## config.mk

```make
export PLATFORM = sky130hd
export DESIGN_NAME = alu_muldiv_seq
export DESIGN_NICKNAME = d
export VERILOG_FILES = /design/src/rtl/alu_muldiv_seq.sv
export SDC_FILE = /design/constraint.sdc
export NUM_CORES = 1
export LEC_CHECK = 0
export BUFFER_PORTS_ARGS = -buffer_cell sky130_fd_sc_hd__buf_4
export CAP_MARGIN = 20
export CELL_PAD_IN_SITES_DETAIL_PLACEMENT = 0
export CELL_PAD_IN_SITES_GLOBAL_PLACEMENT = 1
export CORE_MARGIN = 2
export CORE_UTILIZATION = 50
export CTS_BUF_LIST = sky130_fd_sc_hd__clkbuf_2
export CTS_CLUSTER_DIAMETER = 150
export DETAILED_ROUTE_END_ITERATION = 10
export MAX_ROUTING_LAYER = met4
export PLACE_DENSITY_LB_ADDON = 0.12
export SLEW_MARGIN = 10
export SYNTH_ARGS = -nofsm -noshare
export SYNTH_HDL_FRONTEND = slang
export SYNTH_SLANG_ARGS = --single-unit
```

## constraint.sdc

```tcl
create_clock -name clk -period 5.29 [get_ports clk]
set_input_delay 1.058 -clock clk [delete_from_list [all_inputs] [get_ports clk]]
set_output_delay 1.058 -clock clk [all_outputs]
set_load 0.01 [all_outputs]
```

## src/rtl/alu_muldiv_seq.sv

```systemverilog
// Iterative shift-add multiplier / restoring divider, one bit per cycle, beside the ALU.
// Optional signed support (FIX state) is compiled in with `define MULDIV_SIGNED_EN.
module alu_muldiv_seq #(
    parameter int WIDTH = 16
) (
    input  logic             clk,
    input  logic             rst_n,
    input  logic             start,
    input  logic             op,
    input  logic             sgn,
    input  logic [WIDTH-1:0] a,
    input  logic [WIDTH-1:0] b,
    output logic             busy,
    output logic             done,
    output logic [WIDTH-1:0] result_lo,
    output logic [WIDTH-1:0] result_hi,
    output logic             div_by_zero
);
    localparam int CW = (WIDTH > 1) ? $clog2(WIDTH) : 1;
    localparam logic [CW-1:0] CNT_LAST = CW'(WIDTH - 1);

`ifdef MULDIV_SIGNED_EN
    typedef enum logic [1:0] {IDLE = 2'd0, RUN = 2'd1, DONE = 2'd2, FIX = 2'd3} state_t;
`else
    typedef enum logic [1:0] {IDLE = 2'd0, RUN = 2'd1, DONE = 2'd2} state_t;
`endif

    state_t           state_q, state_d;
    logic [CW-1:0]    cnt_q, cnt_d;
    logic             op_q, op_d;
    // opnd: multiplicand or divisor (static); acc: product high half or remainder;
    // lo: multiplier shifting into product low half, or dividend shifting into quotient.
    logic [WIDTH-1:0] opnd_q, opnd_d;
    logic [WIDTH-1:0] acc_q, acc_d;
    logic [WIDTH-1:0] lo_q, lo_d;
    logic [WIDTH-1:0] res_lo_q, res_lo_d;
    logic [WIDTH-1:0] res_hi_q, res_hi_d;
    logic             dbz_q, dbz_d;

    logic [WIDTH-1:0] a_mag, b_mag;
    logic [WIDTH:0]   sum, rem_s, trial;
    logic [WIDTH-1:0] acc_n, lo_n;

`ifdef MULDIV_SIGNED_EN
    logic               sgn_q, sgn_d;
    logic               neg_a_q, neg_a_d;
    logic               neg_b_q, neg_b_d;
    logic [2*WIDTH-1:0] prod_neg;

    assign a_mag    = (sgn && a[WIDTH-1]) ? (~a + 1'b1) : a;
    assign b_mag    = (sgn && b[WIDTH-1]) ? (~b + 1'b1) : b;
    assign prod_neg = ~{acc_q, lo_q} + 1'b1;
`else
    logic unused_sgn;
    assign unused_sgn = sgn;
    assign a_mag      = a;
    assign b_mag      = b;
`endif

    // One multiply or divide iteration, both at WIDTH+1 bits.
    always_comb begin
        sum   = {1'b0, acc_q} + (lo_q[0] ? {1'b0, opnd_q} : {(WIDTH + 1){1'b0}});
        rem_s = {acc_q, lo_q[WIDTH-1]};
        trial = rem_s - {1'b0, opnd_q};
        acc_n = acc_q;
        lo_n  = lo_q;
        if (!op_q) begin
            acc_n = sum[WIDTH:1];
            lo_n  = {sum[0], lo_q[WIDTH-1:1]};
        end else if (!trial[WIDTH]) begin
            acc_n = trial[WIDTH-1:0];
            lo_n  = {lo_q[WIDTH-2:0], 1'b1};
        end else begin
            acc_n = rem_s[WIDTH-1:0];
            lo_n  = {lo_q[WIDTH-2:0], 1'b0};
        end
    end

    always_comb begin
        state_d  = state_q;
        cnt_d    = cnt_q;
        op_d     = op_q;
        opnd_d   = opnd_q;
        acc_d    = acc_q;
        lo_d     = lo_q;
        res_lo_d = res_lo_q;
        res_hi_d = res_hi_q;
        dbz_d    = dbz_q;
`ifdef MULDIV_SIGNED_EN
        sgn_d    = sgn_q;
        neg_a_d  = neg_a_q;
        neg_b_d  = neg_b_q;
`endif
        case (state_q)
            IDLE: begin
                if (start) begin
                    op_d   = op;
                    cnt_d  = '0;
                    acc_d  = '0;
                    dbz_d  = 1'b0;
                    opnd_d = op ? b_mag : a_mag;
                    lo_d   = op ? a_mag : b_mag;
`ifdef MULDIV_SIGNED_EN
                    sgn_d   = sgn;
                    neg_a_d = sgn & a[WIDTH-1];
                    neg_b_d = sgn & b[WIDTH-1];
`endif
                    if (op && (b == '0)) begin
                        state_d  = DONE;
                        res_lo_d = '1;
                        res_hi_d = a;
                        dbz_d    = 1'b1;
                    end else begin
                        state_d = RUN;
                    end
                end
            end
            RUN: begin
                acc_d = acc_n;
                lo_d  = lo_n;
                cnt_d = cnt_q + 1'b1;
                if (cnt_q == CNT_LAST) begin
`ifdef MULDIV_SIGNED_EN
                    if (sgn_q) begin
                        state_d = FIX;
                    end else begin
                        state_d  = DONE;
                        res_lo_d = lo_n;
                        res_hi_d = acc_n;
                    end
`else
                    state_d  = DONE;
                    res_lo_d = lo_n;
                    res_hi_d = acc_n;
`endif
                end
            end
`ifdef MULDIV_SIGNED_EN
            FIX: begin
                state_d = DONE;
                if (!op_q) begin
                    {res_hi_d, res_lo_d} = (neg_a_q ^ neg_b_q) ? prod_neg : {acc_q, lo_q};
                end else begin
                    res_lo_d = (neg_a_q ^ neg_b_q) ? (~lo_q + 1'b1) : lo_q;
                    res_hi_d = neg_a_q ? (~acc_q + 1'b1) : acc_q;
                end
            end
`endif
            DONE:    state_d = IDLE;
            default: state_d = IDLE;
        endcase
    end

    always_ff @(posedge clk or negedge rst_n) begin
        if (!rst_n) begin
            state_q  <= IDLE;
            cnt_q    <= '0;
            op_q     <= 1'b0;
            opnd_q   <= '0;
            acc_q    <= '0;
            lo_q     <= '0;
            res_lo_q <= '0;
            res_hi_q <= '0;
            dbz_q    <= 1'b0;
`ifdef MULDIV_SIGNED_EN
            sgn_q    <= 1'b0;
            neg_a_q  <= 1'b0;
            neg_b_q  <= 1'b0;
`endif
        end else begin
            state_q  <= state_d;
            cnt_q    <= cnt_d;
            op_q     <= op_d;
            opnd_q   <= opnd_d;
            acc_q    <= acc_d;
            lo_q     <= lo_d;
            res_lo_q <= res_lo_d;
            res_hi_q <= res_hi_d;
            dbz_q    <= dbz_d;
`ifdef MULDIV_SIGNED_EN
            sgn_q    <= sgn_d;
            neg_a_q  <= neg_a_d;
            neg_b_q  <= neg_b_d;
`endif
        end
    end

`ifdef MULDIV_SIGNED_EN
    assign busy = (state_q == RUN) || (state_q == FIX);
`else
    assign busy = (state_q == RUN);
`endif
    assign done        = (state_q == DONE);
    assign result_lo   = res_lo_q;
    assign result_hi   = res_hi_q;
    assign div_by_zero = dbz_q;

endmodule

```

Yosys cells after proc, flatten, opt, wreduce, memory -nomap -nowiden
Index checks and enable logic that the tools add are counted.
Widths: inputs -> output; s select.

operators by class
  reductions and logical operators = 8
  add/sub/neg operators = 3
  multiplexer cells = 26
  equality and inequality tests = 6

operators with widths
  kind                 count
  $mux 16              14
  $pmux 16 s2          4
  $add 16x16->17       1
  $sub 17x16->17       1
  $logic_not 16->1     1
  $pmux 4 s2           1
  $mux 2               3
  $reduce_and 2->1     3
  $add 4x1->4 const B  1
  $eq 4x4->1 const B   1
  $mux 4               1
  $ne 2x2->1 const B   2
  $pmux 2 s2           1
  $reduce_and 4->1     1
  $eq 2x1->1 const B   1
  $eq 2x2->1 const B   1
  $logic_not 2->1      1
  $mux 1               2
  $ne 2x1->1 const B   1
  $reduce_bool 2->1    1
  $logic_and 1x1->1    1

word-level totals
  output and inout port bits = 35
  input bits = 37
  bits in registers = 88
  word-level logic and storage cells = 52

Depth between registers and ports, before layout
  depth after elaboration = 5
  depth in mapped cells = 14
  depth with buffers taken out = 12

Worst setup path after synthesis
OpenSTA, ideal clock, no wires.

  kind = reg2reg
  from = register lo_q[15]
  to = register res_hi_q[9], in the netlist result_hi[9]
  period minus slack after synthesis = 2.868 ns
  slack = 2.422 ns
  arrival = 2.729 ns
  data required time = 5.151 ns
  cell stages (with the launch flop) = 14
  buffers on the path = 1
  library setup time = 0.139 ns
  cell sequence = dfrtp_1 -> inv_1 -> ha_1 -> inv_1 -> fa_1 -> a21oi_1 -> o22a_1 -> a21oi_2 -> a311oi_2 -> or2_1 -> buf_6 -> mux2_1 -> mux2i_1 -> o221ai_1

between the ends
  word-level cells in the longest chain between the ends = 5

ends and longest elaborated chain
  element                   RTL line  RTL
  start: declaration        35        logic [WIDTH-1:0] lo_q, lo_d;
  start signal: assignment  176       lo_q <= lo_d;
  $sub 17x16->17            64        trial = rem_s - {1'b0, opnd_q};
  $mux 16                   70        end else if (!trial[WIDTH]) begin
  $mux 16                   67        if (!op_q) begin
  $mux 16                   122       if (cnt_q == CNT_LAST) begin
  $pmux 16 s2               94        case (state_q)
  end signal: assignment    178       res_hi_q <= res_hi_d;
  end: declaration          37        logic [WIDTH-1:0] res_hi_q, res_hi_d;

Every way passes these cells. The select of a mux whose other input is x is not followed.
A chain may end at the register's enable or synchronous reset.

Worst setup path in the final report
  from = register lo_q[15]
  to = register res_hi_q[6], in the netlist result_hi[6]

The elaborated chain is that of the path after synthesis.

==> flow_summary_export.csv <==
group,metric,value,unit
clock_tree,cts_resized,0,
worst_setup_path,crit_chain,"inv_1 > ha_1 > inv_1 > fa_1 > a21oi_1 > o22a_1 > a21oi_2 > a311oi_2 > buf_4 > or2_1 > mux2_2 > a21oi_1 > a21oi_1",
worst_setup_path,r2r.worst_path.cells,13,
pwr,powerDensity,709,mW/mm^2
timing,max_slew_margin,37.3,%
timing,tns,0,ps
worst_setup_path,worstPathRequired,5700,ps
timing,whs,512,ps
timing,setup_viol_count_final,0,
worst_setup_path,crit_path_max_fanout,18,
worst_setup_path,crit_path_start_kind,"register",
final_layout,finish.utilization,57.8,%
place,portBuffers,70,
timing,slew_viol_final,0,
final_layout,drive_above_1_share,15.0,%
clock_tree,numClockSinks,88,
yosys,yosys_warnings,0,
yosys,syn-num-nets,752,
route,drt-initial-drc-count,412,
yosys,synth_cell_type_count,62,
timing,fmax,0.251,GHz
place,place_hpwl,11900,um
worst_setup_path,reg2reg_to,"result_hi[6]",
timing,hold_viol_final,0,
floorplan,core_area,0.0116,sq mm
clock_tree,h-tree-depth,3,
timing,fin_crit_sh,75.4,%
floorplan,die_h,113,um
global_route,antenna_found_initial,1,
yosys,synth-seq-area-share,36.8,%
worst_setup_path,r2r_slack,1300,ps
timing,setup_ws,1300,ps
final_layout,area_growth_syn_to_layout,11.8,%
floorplan,initial_core_util,51.7,%
worst_setup_path,arrival,4390,ps
clock_tree,cts-buffers-inserted,9,
clock_tree,clkLatencyLatePin,550,ps
yosys,syn-cell-area,0.00598,sq mm
worst_setup_path,end_kind,"register",
final_layout,num-fill-cells,1069,
yosys,synth_edf_count,0,
global_route,grt_pass1_vias,5146,
clock_tree,postCtsHoldBufs,0,
global_route,track_usage,27.2,%
place,post-place-ws,1390,ps
yosys,ys_seq_elements,88,
clock_tree,cts-root-buf,"clkbuf_2",
timing,skew,21.7,ps
route,firstDrtPassIters,5,
worst_setup_path,max_stage_delay,690,ps
worst_setup_path,cpMaxStageDelayCell,"or2_1",
clock_tree,clock_path_buffers,2,
worst_setup_path,cp_num_buf_inv,3,
yosys,syn_avg_cell_area,8.79,sq um
floorplan,dieArea,0.0128,sq mm
min_path,worstHoldPathType,"in -> async",
route,wl_per_cell,18.3,um
global_route,grt_pass1_wl,27000,um
global_route,overflow,0,
yosys,ys.flop_type,"dfrtp_1",
route,vias,5191,
route,drc,0,
yosys,synth_top_area_share,36.8,%
timing,worst_slew_pin_slew,937,ps
route,via_per_inst,5.87,
pwr,vdd_ir_drop_max,0.309,mV
worst_setup_path,worst_path_most_repeated_cell,"a21oi_1",
clock_tree,cts_setup_buffers,0,
clock_tree,cts.clk_slew.worst_paths,240,ps
place,dp.cells,867,
timing,finalCriticalPeriod,3990,ps
yosys,yosysMostFrequentCell,"dfrtp_1",
floorplan,io_pins,72,
worst_setup_path,r2r-start,"lo_q[15]",
yosys,synth_top_area_cell,"dfrtp_1",
run_status,status,"finished, final reports clean",
yosys,ys_async_sr_fraction,100,%
timing,rsz0062_at_grt,"no",
place,globalplace.congestion,0.936,
run,cap_violations,0,
yosys,yosys-top-cells-count,"dfrtp_1 (88), nand2_1 (76), o21ai_0 (64)",
worst_setup_path,crit_path_start,"lo_q[15]",
route,wl,16200,um
yosys,synth.area.top_cells,"dfrtp_1 (37%), mux2i_1 (8.4%), ha_1 (6.9%)",
global_route,grt_max_degree,60,
worst_setup_path,cpLargestDelayFamily,"compound AO/OA/AOI/OAI gates",
floorplan,die_w,113,um
worst_setup_path,path_class,"reg -> reg",
route,ant_nets,0,
final_layout,fin_nets,807,
pwr,p_leak,3.09,nW
clock_tree,cts_tree,"built",
final_layout,final_cells,884,
yosys,postSynthCellCount,680,
floorplan,rows,39,
-- metrics by stage --
stage / instance area [sq um] / total power [mW]
after floorplan: 5980 / 3.57
after global placement: 6590 / 4.33
after detailed placement: 6590 / 4.40
after CTS: 6680 / 4.72
after global routing: 6680 / 5.18
final: 6680 / 4.74
-- routing by layer --
layer / up-vias / part of all wire [%] / GRT usage, %
li1: 2554 / - / -
met1: 2497 / 49 / 39.0
met2: 121 / 45 / 41.0
met3: 19 / 4.2 / 3.64
met4: 0 / 1.3 / 6.83
met5: - / 0 / -
-- cell families after synthesis --
kind of cell | count (synthesis) | synth area share (%)
compound gates | 212 | 22.5
buf+inv | 71 | 5.00
xor+xnor | 26 | 3.81
fa+ha+maj | 35 | 7.58
mux | 54 | 9.13
flops | 88 | 36.8
simple gates | 194 | 15.1
-- state kept, by name, indices dropped and copies added (netlist names) --
name         flops
cnt_q            4
state_q          2
result_lo       16
result_hi       16
opnd_q          16
lo_q            16
div_by_zero      1
acc_q           16
op_q             1
-- cells in the final DEF, fill, tap and decap left out, types with 6 or more instances in the layout --
master	n
nand3_1	10
a31oi_1	9
nand4_1	6
buf_4	80
xnor2_1	14
and2_1	19
o21ai_0	64
o211ai_1	10
a21oi_1	53
nor2b_1	10
clkbuf_2	11
a21o_1	8
nor2_1	44
inv_1	34
o22ai_1	7
mux2i_1	50
ha_1	33
a211oi_1	13
nand2_1	76
dfrtp_1	88
xor2_1	12
-- worst reg2reg max path, delay by kind of cell, from the launching register on --
kind / cells / cell delay [ps]
AOI/OAI and AO/OA: 6 / 1280
and+or+nand+nor: 1 / 700
adders and majority gates: 2 / 630
DFF: 1 / 460
muxes: 1 / 420
buffers and inverters: 3 / 390
-- how the worst max path moves through the flow --
| stage | cells past startpoint | to | slack [ps] |
|---|---|---|---|
| CTS | 13 | result_hi[6] | 1370 |
| global route | 13 | acc_q[6] | 1090 |
| detailed placement | 13 | result_hi[6] | 1390 |
| global placement | 13 | result_hi[4] | 1430 |
| finish | 13 | result_hi[6] | 1300 |
| floorplan | 13 | result_hi[9] | 2420 |
-- cell type report --
class                   count  area [sq um]  share of cell area, %
multi-input cells         521          3480                   52.1
clock inverters             5          33.8                  0.506
inverters                  35           131                   1.97
repair buffers             80           601                   8.99
diodes                      1          2.50                 0.0374
clock buffers              11          55.1                  0.824
well taps                 143           179                   2.68
flip-flops and latches     88          2200                   33.0
-- report_power, final --
group / switching, mW / internal [mW] / leakage, nW
combinational: 1.82 / 1.36 / 2.01
sequential: 0.278 / 0.982 / 1.02
clock: 0.236 / 0.0652 / 0.0596
total: 2.33 / 2.41 / 3.09
Note: power is estimated with default switching activity, not from simulation.
